--- config.mk ---
export PLATFORM = sky130hd
export DESIGN_NAME = ifmap_spad_ctrl
export DESIGN_NICKNAME = d
export VERILOG_FILES = /design/src/rtl/ifmap_spad_ctrl.sv
export SDC_FILE = /design/constraint.sdc
export NUM_CORES = 1
export LEC_CHECK = 0
export ABC_AREA = 1
export CELL_PAD_IN_SITES_DETAIL_PLACEMENT = 0
export CELL_PAD_IN_SITES_GLOBAL_PLACEMENT = 1
export CORE_ASPECT_RATIO = 1.1
export CORE_MARGIN = 10
export CORE_UTILIZATION = 47
export DETAILED_ROUTE_END_ITERATION = 8
export DONT_BUFFER_PORTS = 1
export PLACE_DENSITY_LB_ADDON = 0.1
export SLEW_MARGIN = 20
export SYNTH_ARGS = -nofsm -noshare
export SYNTH_HDL_FRONTEND = slang
export SYNTH_SLANG_ARGS = --single-unit
--- constraint.sdc ---
create_clock -name clk -period 3.3 [get_ports clk]
set_input_delay 0.66 -clock clk [delete_from_list [all_inputs] [get_ports clk]]
set_output_delay 0.66 -clock clk [all_outputs]
set_load 0.05 [all_outputs]
--- src/rtl/ifmap_spad_ctrl.sv ---
// Ifmap scratch-pad sequencer: fills an S-word sliding window, then issues S tap reads per output position.
// Taps are zero-latency (address and data in the same cycle). Stalls on in_valid=0 or tap_ready=0.
// Build option IFMAP_SPAD_PREFETCH_EN writes the next window word during COMPUTE, so SHIFT is skipped.
module ifmap_spad_ctrl #(
  parameter int DATA_WIDTH    = 16,
  parameter int NUM_REGS      = 16,
  parameter int ADDR_WIDTH    = $clog2(NUM_REGS),
  parameter int OUT_CNT_WIDTH = 8
) (
  input  logic                     clk,
  input  logic                     rst,
  input  logic                     start,
  input  logic [ADDR_WIDTH:0]      cfg_kernel_size,
  input  logic [OUT_CNT_WIDTH-1:0] cfg_num_outputs,
  input  logic                     in_valid,
  input  logic [DATA_WIDTH-1:0]    in_data,
  output logic                     in_ready,
  output logic                     spad_write_en,
  output logic [ADDR_WIDTH-1:0]    spad_write_addr,
  output logic [DATA_WIDTH-1:0]    spad_write_data,
  output logic [ADDR_WIDTH-1:0]    spad_read_addr,
  output logic                     tap_valid,
  output logic                     tap_last,
  input  logic                     tap_ready,
  output logic                     busy,
  output logic                     done
);

  typedef enum logic [2:0] {IDLE, FILL, COMPUTE, SHIFT, DONE} state_t;

  localparam logic [ADDR_WIDTH:0] NUM_REGS_W = NUM_REGS[ADDR_WIDTH:0];

  state_t                   state, state_nxt;
  logic [ADDR_WIDTH:0]      s_reg, fill_cnt, s_m1;
  logic [OUT_CNT_WIDTH-1:0] n_reg, out_cnt, out_inc;
  logic [ADDR_WIDTH-1:0]    wr_ptr, head, tap_idx;
  logic                     cfg_bad, last_tap, tap_fire;
`ifdef IFMAP_SPAD_PREFETCH_EN
  logic                     pf;
`endif

  assign s_m1     = s_reg - 1'b1;
  assign out_inc  = out_cnt + 1'b1;
  assign last_tap = (tap_idx == s_m1[ADDR_WIDTH-1:0]);
  assign tap_fire = tap_valid & tap_ready;
  assign cfg_bad  = (cfg_kernel_size == '0) || (cfg_kernel_size > NUM_REGS_W) ||
                    (cfg_num_outputs == '0);

  always_comb begin
    state_nxt = state;
    in_ready  = 1'b0;
    tap_valid = 1'b0;
    case (state)
      IDLE: begin
        if (start) state_nxt = cfg_bad ? DONE : FILL;
      end
      FILL: begin
        in_ready = 1'b1;
        if (in_valid && (fill_cnt == s_m1)) state_nxt = COMPUTE;
      end
      COMPUTE: begin
        tap_valid = 1'b1;
`ifdef IFMAP_SPAD_PREFETCH_EN
        // Slot head+S lies outside the active window only while S < NUM_REGS.
        in_ready = !pf && (out_inc < n_reg) && (s_reg < NUM_REGS_W);
`endif
        if (tap_fire && last_tap) begin
          if (out_inc == n_reg) begin
            state_nxt = DONE;
          end else begin
`ifdef IFMAP_SPAD_PREFETCH_EN
            state_nxt = (pf || (in_valid && in_ready)) ? COMPUTE : SHIFT;
`else
            state_nxt = SHIFT;
`endif
          end
        end
      end
      SHIFT: begin
        in_ready = 1'b1;
        if (in_valid) state_nxt = COMPUTE;
      end
      DONE:    state_nxt = IDLE;
      default: state_nxt = IDLE;
    endcase
  end

  assign spad_write_en   = in_valid & in_ready;
  assign spad_write_addr = wr_ptr;
  assign spad_write_data = in_ready ? in_data : '0;
  assign spad_read_addr  = tap_valid ? (head + tap_idx) : '0;
  assign tap_last        = tap_valid & last_tap;
  assign busy            = (state != IDLE);
  assign done            = (state == DONE);

  always_ff @(posedge clk) begin
    if (rst) begin
      state    <= IDLE;
      s_reg    <= '0;
      n_reg    <= '0;
      fill_cnt <= '0;
      wr_ptr   <= '0;
      head     <= '0;
      tap_idx  <= '0;
      out_cnt  <= '0;
`ifdef IFMAP_SPAD_PREFETCH_EN
      pf       <= 1'b0;
`endif
    end else begin
      state <= state_nxt;
      if (state == IDLE && start) begin
        s_reg    <= cfg_kernel_size;
        n_reg    <= cfg_num_outputs;
        fill_cnt <= '0;
        wr_ptr   <= '0;
        head     <= '0;
        tap_idx  <= '0;
        out_cnt  <= '0;
`ifdef IFMAP_SPAD_PREFETCH_EN
        pf       <= 1'b0;
`endif
      end
      if (spad_write_en) wr_ptr <= wr_ptr + 1'b1;
      if (state == FILL && spad_write_en) fill_cnt <= fill_cnt + 1'b1;
      if (tap_fire) begin
        if (last_tap) begin
          tap_idx <= '0;
          head    <= head + 1'b1;
          out_cnt <= out_inc;
        end else begin
          tap_idx <= tap_idx + 1'b1;
        end
      end
`ifdef IFMAP_SPAD_PREFETCH_EN
      // A prefetch landing on the last tap is consumed immediately by the next window.
      if (tap_fire && last_tap)                   pf <= 1'b0;
      else if (state == COMPUTE && spad_write_en) pf <= 1'b1;
`endif
    end
  end

endmodule
======== Yosys cells after proc, flatten, opt, wreduce, memory -nomap -nowiden ========
Cells that the tools add are included.
word-level totals
  bits of input ports ..................... 34
  output and inout port bits .............. 30
  flip-flop bits (word level) ............. 41
  word-level logic and storage cells ...... 68
operators by class
  reductions and logical operators ........ 15
  add/sub/neg operators ................... 7
  magnitude comparators ................... 1
  equal/unequal tests ..................... 11
  bitwise gates (word level) .............. 3
  multiplexer cells ....................... 23
operators with widths
  cell                                               count
  two-way mux 4 bit                                  8
  two-way mux 8 bit                                  3
  two-way mux 3 bit                                  6
  two-way mux 16 bit                                 1
  adder 4 x 1 -> 4 bit (second input constant)       3
  one-hot mux 3 bit (4 select lines)                 1
  two-way mux 5 bit                                  2
  adder 8 x 1 -> 8 bit (second input constant)       1
  == test 8 bit                                      1
  logical NOT 8 bit                                  1
  != test 2 bit (second input constant)              4
  == test 3 x 2 -> 1 bit (second input constant)     2
  nonzero test 2 bit                                 3
  adder 5 x 1 -> 5 bit (second input constant)       1
  == test 5 bit                                      1
  > comparator 5 bit (second input constant)         1
  logical NOT 5 bit                                  1
  subtractor 5 x 1 -> 5 bit (second input constant)  1
  adder 4 bit                                        1
  == test 4 bit                                      1
  logical AND 1 bit                                  4
  AND reduction 4 bit                                1
  AND 1 bit                                          3
  == test 3 x 1 -> 1 bit (second input constant)     1
  6 further kinds                                    8

======== Logic depth before layout (Yosys ltp) ========
  depth in word-level cells ............... 6
  mapped depth ............................ 14
  depth with buffers taken out ............ 14

======== Worst setup path before layout ========
Ideal clock, no wire load.
  path type ............................... reg-to-output
  start ................................... reg s_reg[0]
  end ..................................... out tap_last
  stages on the path, launching flop included .. 8
  required time ........................... 2.640 ns
  data arrival time ....................... 1.843 ns
  path slack .............................. 0.797 ns
  path through ............................ dfxtp_1 -> inv_2 -> ha_1 -> xor2_1 -> nand2_1 -> nor2_4 -> nand2_1 -> nor2_1
on the way
  cells in the longest elaborated chain, start to end .. 3
RTL lines
  item                       RTL line  text
  start: declaration         34        logic [ADDR_WIDTH:0] s_reg, fill_cnt, s_m1;
  start signal: assignment   112       s_reg <= cfg_kernel_size;
  subtractor 5 x 1 -> 5 bit  42        assign s_m1 = s_reg - 1'b1;
  == test 4 bit              44        assign last_tap = (tap_idx == s_m1[ADDR_WIDTH-1:0]);
  AND 1 bit                  92        assign tap_last = tap_valid & last_tap;
  end: declaration           23        output logic tap_last,
No other way between the ends.

======== Worst setup path in the final report ========
Same ends and word-level chain as after synthesis.

==> results by group <==
Run status
  – Outcome: finished, final reports clean

Critical path
  – CP arrival: 1860 ps
  – Crit path max fanout: 6
  – Crit path kind: register to primary output
  – Critical path required time: 2640 ps
  – Worst Setup Start Kind: register
  – Nature of the critical path endpoint: primary output

Clock network
  – Htree depth: 2
  – Post-CTS Hold Fix Bufs: 0
  – Clock sink total: 41
  – Reg clk slew, reported paths: 80 ps
  – CTS tree: yes
  – Post-CTS sizing: 0
  – Max Buffers Root-to-Sink: 2
  – Post-CTS setup repair buffer count: 0
  – CTS buffer count: 5
  – Latest clock arrival within the worst-skew pair: 290 ps
  – Clock Root Buffer: clkbuf_8

Synth
  – Synth area leader: dfxtp_1
  – Share of synthesized registers carrying an async set or reset: 0%
  – Synth Flop Type: dfxtp_1
  – Post-Syn Nets: 453
  – Post-synth top area share: 31.3%
  – Post-synthesis sequential area ratio: 31.3%
  – Netlist Area Pre-Place: 0.00262 sq mm
  – Most frequent cells after synthesis: 96 x nand2_1, 64 x inv_1, 41 x dfxtp_1
  – Synth Instances: 409
  – Seq cells post-synth: 41
  – Count leader, synth: nand2_1
  – Synth cell types: 30
  – Post-synth EDFFs: 0
  – Syn Area/Cell: 6.41 sq um
  – Main area contributors after synthesis: dfxtp_1 31%, nand2_1 14%, inv_1 9.2%
  – Synth warn: 0

Die
  – Die X: 91.2 microns
  – Die ar.: 0.00896 sq mm
  – IO Pins: 64
  – Die Y: 98.3 microns
  – Rows: 28
  – Initial Utilization: 48.6%
  – Area of the core: 0.00540 sq mm

Pwr
  – Worst-case vdd ir drop: 0.329 mV
  – Clock power frac: 14.8%
  – Seq pwr share: 30.9%
  – Pwr dens: 728 mW/mm^2
  – Net switching power: 1.08 mW
  – Internal power: 1.05 mW
  – Switch share: 50.8%
  – Leakage: 1.32 nW
  – Part of the power in combinational logic: 54.3%

Run
  – Max Cap Violations: 0

STA
  – Fmax: 0.396 GHz
  – Slew @ Worst Pin: 890 ps
  – Tcrit/Tclk final: 76.5%
  – Final setup skew: 5.19 ps
  – Fin Setup TNS: 0 ps
  – Final hold vios: 0
  – Final min period: 2520 ps
  – Final setup vio count: 0
  – Final Slew Violations: 0
  – Max-slew headroom: 40.5%
  – RSZ-0062 raised after global routing: no

Drt
  – DR pass1 iterations: 4
  – Vias per std cell: 4.95
  – Post-DR wirelength/cell: 13.3 microns
  – Post-route ant nets: 0
  – Post-route DRC: 0
  – Via count: 2497
  – Violation count after the first detailed-route iteration: 95
  – Drt total wl: 6.71 mm

Final layout
  – Nets: 472
  – Multi-input combinational cell area: 0.00149 sq mm
  – Register area: 821 sq um
  – Post-route cell area: 0.00292 sq mm
  – Fill count: 593
  – Area Overhead vs Synth: 11.5%
  – Layout cells sized above 1: 11.9%
  – Antenna Diode Count: 0

GRT
  – Pin count of the biggest net entering global routing: 27
  – Grt ovf: 0
  – First-pass GRT wire length: 11.4 mm
  – Vias in the first global route: 2407
  – Initial antenna violation count: 0
  – Tot GR Track Use: 15.1%

Placed design
  – HPWL reported at the end of detailed placement: 5.19 mm
  – Port Buffers: 0
  – Placed Area: 0.00284 sq mm
  – GPL Wtd Cong: 0.871

Worst hold path
  – Worst min-delay path class: primary input to register
## per-layer routing
layer  vias up  share of wire (%)  global-route usage, %  wire (microns)
met2        39                 51                   26.0            3440
li1       1330                  -                      -               -
met3         7                5.1                   3.68             342
met1      1121                 43                   17.7            2870
met5         -                  0                      0               0
met4         0               0.92                   5.67              62
## power groups by stage
stage / Clock (mW) / Sequential [mW] / Combinational, mW
6_report: 0.315 / 0.657 / 1.16
5_1_grt: 0.352 / 0.669 / 1.29
4_1_cts: 0.331 / 0.656 / 1.17
3_5_place_dp: 0 / 0.668 / 1.17
3_3_place_gp: 0 / 0.666 / 1.16
2_1_floorplan: 0 / 0.653 / 0.932
## critical path, cell delays in order, from the launching register on
cell and delay [ps]:
dfxtp_1 380, inv_2 80, ha_1 330, xor2_1 150, nand2_1 100, nor2_4 140
nand2_1 90, nor2_1 100, buf_4 210
## layout make-up
type	instances	share of cell area, %
tap	75	3.21
multi-input combinational	288	51.2
clock buffer	8	2.74
sequential	41	28.1
timing repair buffer	23	5.91
inverter	69	8.87
## through the flow
stage	std cells	util (%)	setup slack, ps	hold WS [ps]	total power [mW]
4_1_cts	504	54.1	747	415	2.16
2_1_floorplan	409	-	797	444	1.58
3_5_place_dp	496	52.6	1070	462	1.83
5_1_grt	504	54.1	579	411	2.31
3_3_place_gp	496	52.6	1110	455	1.83
6_report	504	54.1	776	426	2.13
## logic make-up (layout without fill, tap and decap cells)
| group | count (synthesis) | in the layout | synth area share (%) |
|---|---|---|---|
| compound gates | 71 | 71 | 14.3 |
| xor+xnor | 12 | 12 | 4.01 |
| fa+ha+maj | 10 | 10 | 5.06 |
| buf+inv | 80 | 100 | 11.7 |
| flops | 41 | 41 | 31.3 |
| simple gates | 195 | 195 | 33.6 |
## cell usage in the layout (no fill, tap or decap)
| cell | Yosys | final |
|---|---|---|
| a21oi_1 | 37 | 37 |
| nand3_2 | 2 | 2 |
| a21oi_2 | 2 | 2 |
| ha_1 | 9 | 9 |
| nor3_1 | 4 | 4 |
| nand4_1 | 2 | 2 |
| inv_1 | 64 | 64 |
| inv_2 | 5 | 5 |
| nand2_1 | 96 | 96 |
| clkbuf_8 | 0 | 5 |
| nor2_1 | 37 | 37 |
| nor2_2 | 4 | 4 |
| a31oi_1 | 1 | 1 |
| or2_2 | 1 | 1 |
| o21ai_1 | 1 | 1 |
| xnor2_1 | 3 | 3 |
| nor4_1 | 3 | 3 |
| nand3_1 | 37 | 37 |
| o32ai_1 | 1 | 1 |
| nor2_4 | 3 | 3 |
| dfxtp_1 | 41 | 41 |
| a211oi_1 | 2 | 2 |
| nand2_2 | 4 | 4 |
| buf_4 | 0 | 23 |
| clkbuf_1 | 5 | 3 |
| fa_1 | 1 | 1 |
| xor2_1 | 9 | 9 |
| o21ai_0 | 26 | 26 |
| o211ai_1 | 1 | 1 |
| nand3_4 | 2 | 2 |
## worst paths after layout
path / cells after the start / slack [ps] / from / to
max: 8 / 780 / s_reg[0] / tap_last
min: 1 / 430 / rst / state[1]
max reg2reg: 9 / 1200 / state[2] / fill_cnt[0]
min reg2reg: 2 / 470 / n_reg[1] / n_reg[1]
No activity file was read; power rests on OpenSTA's default activity.
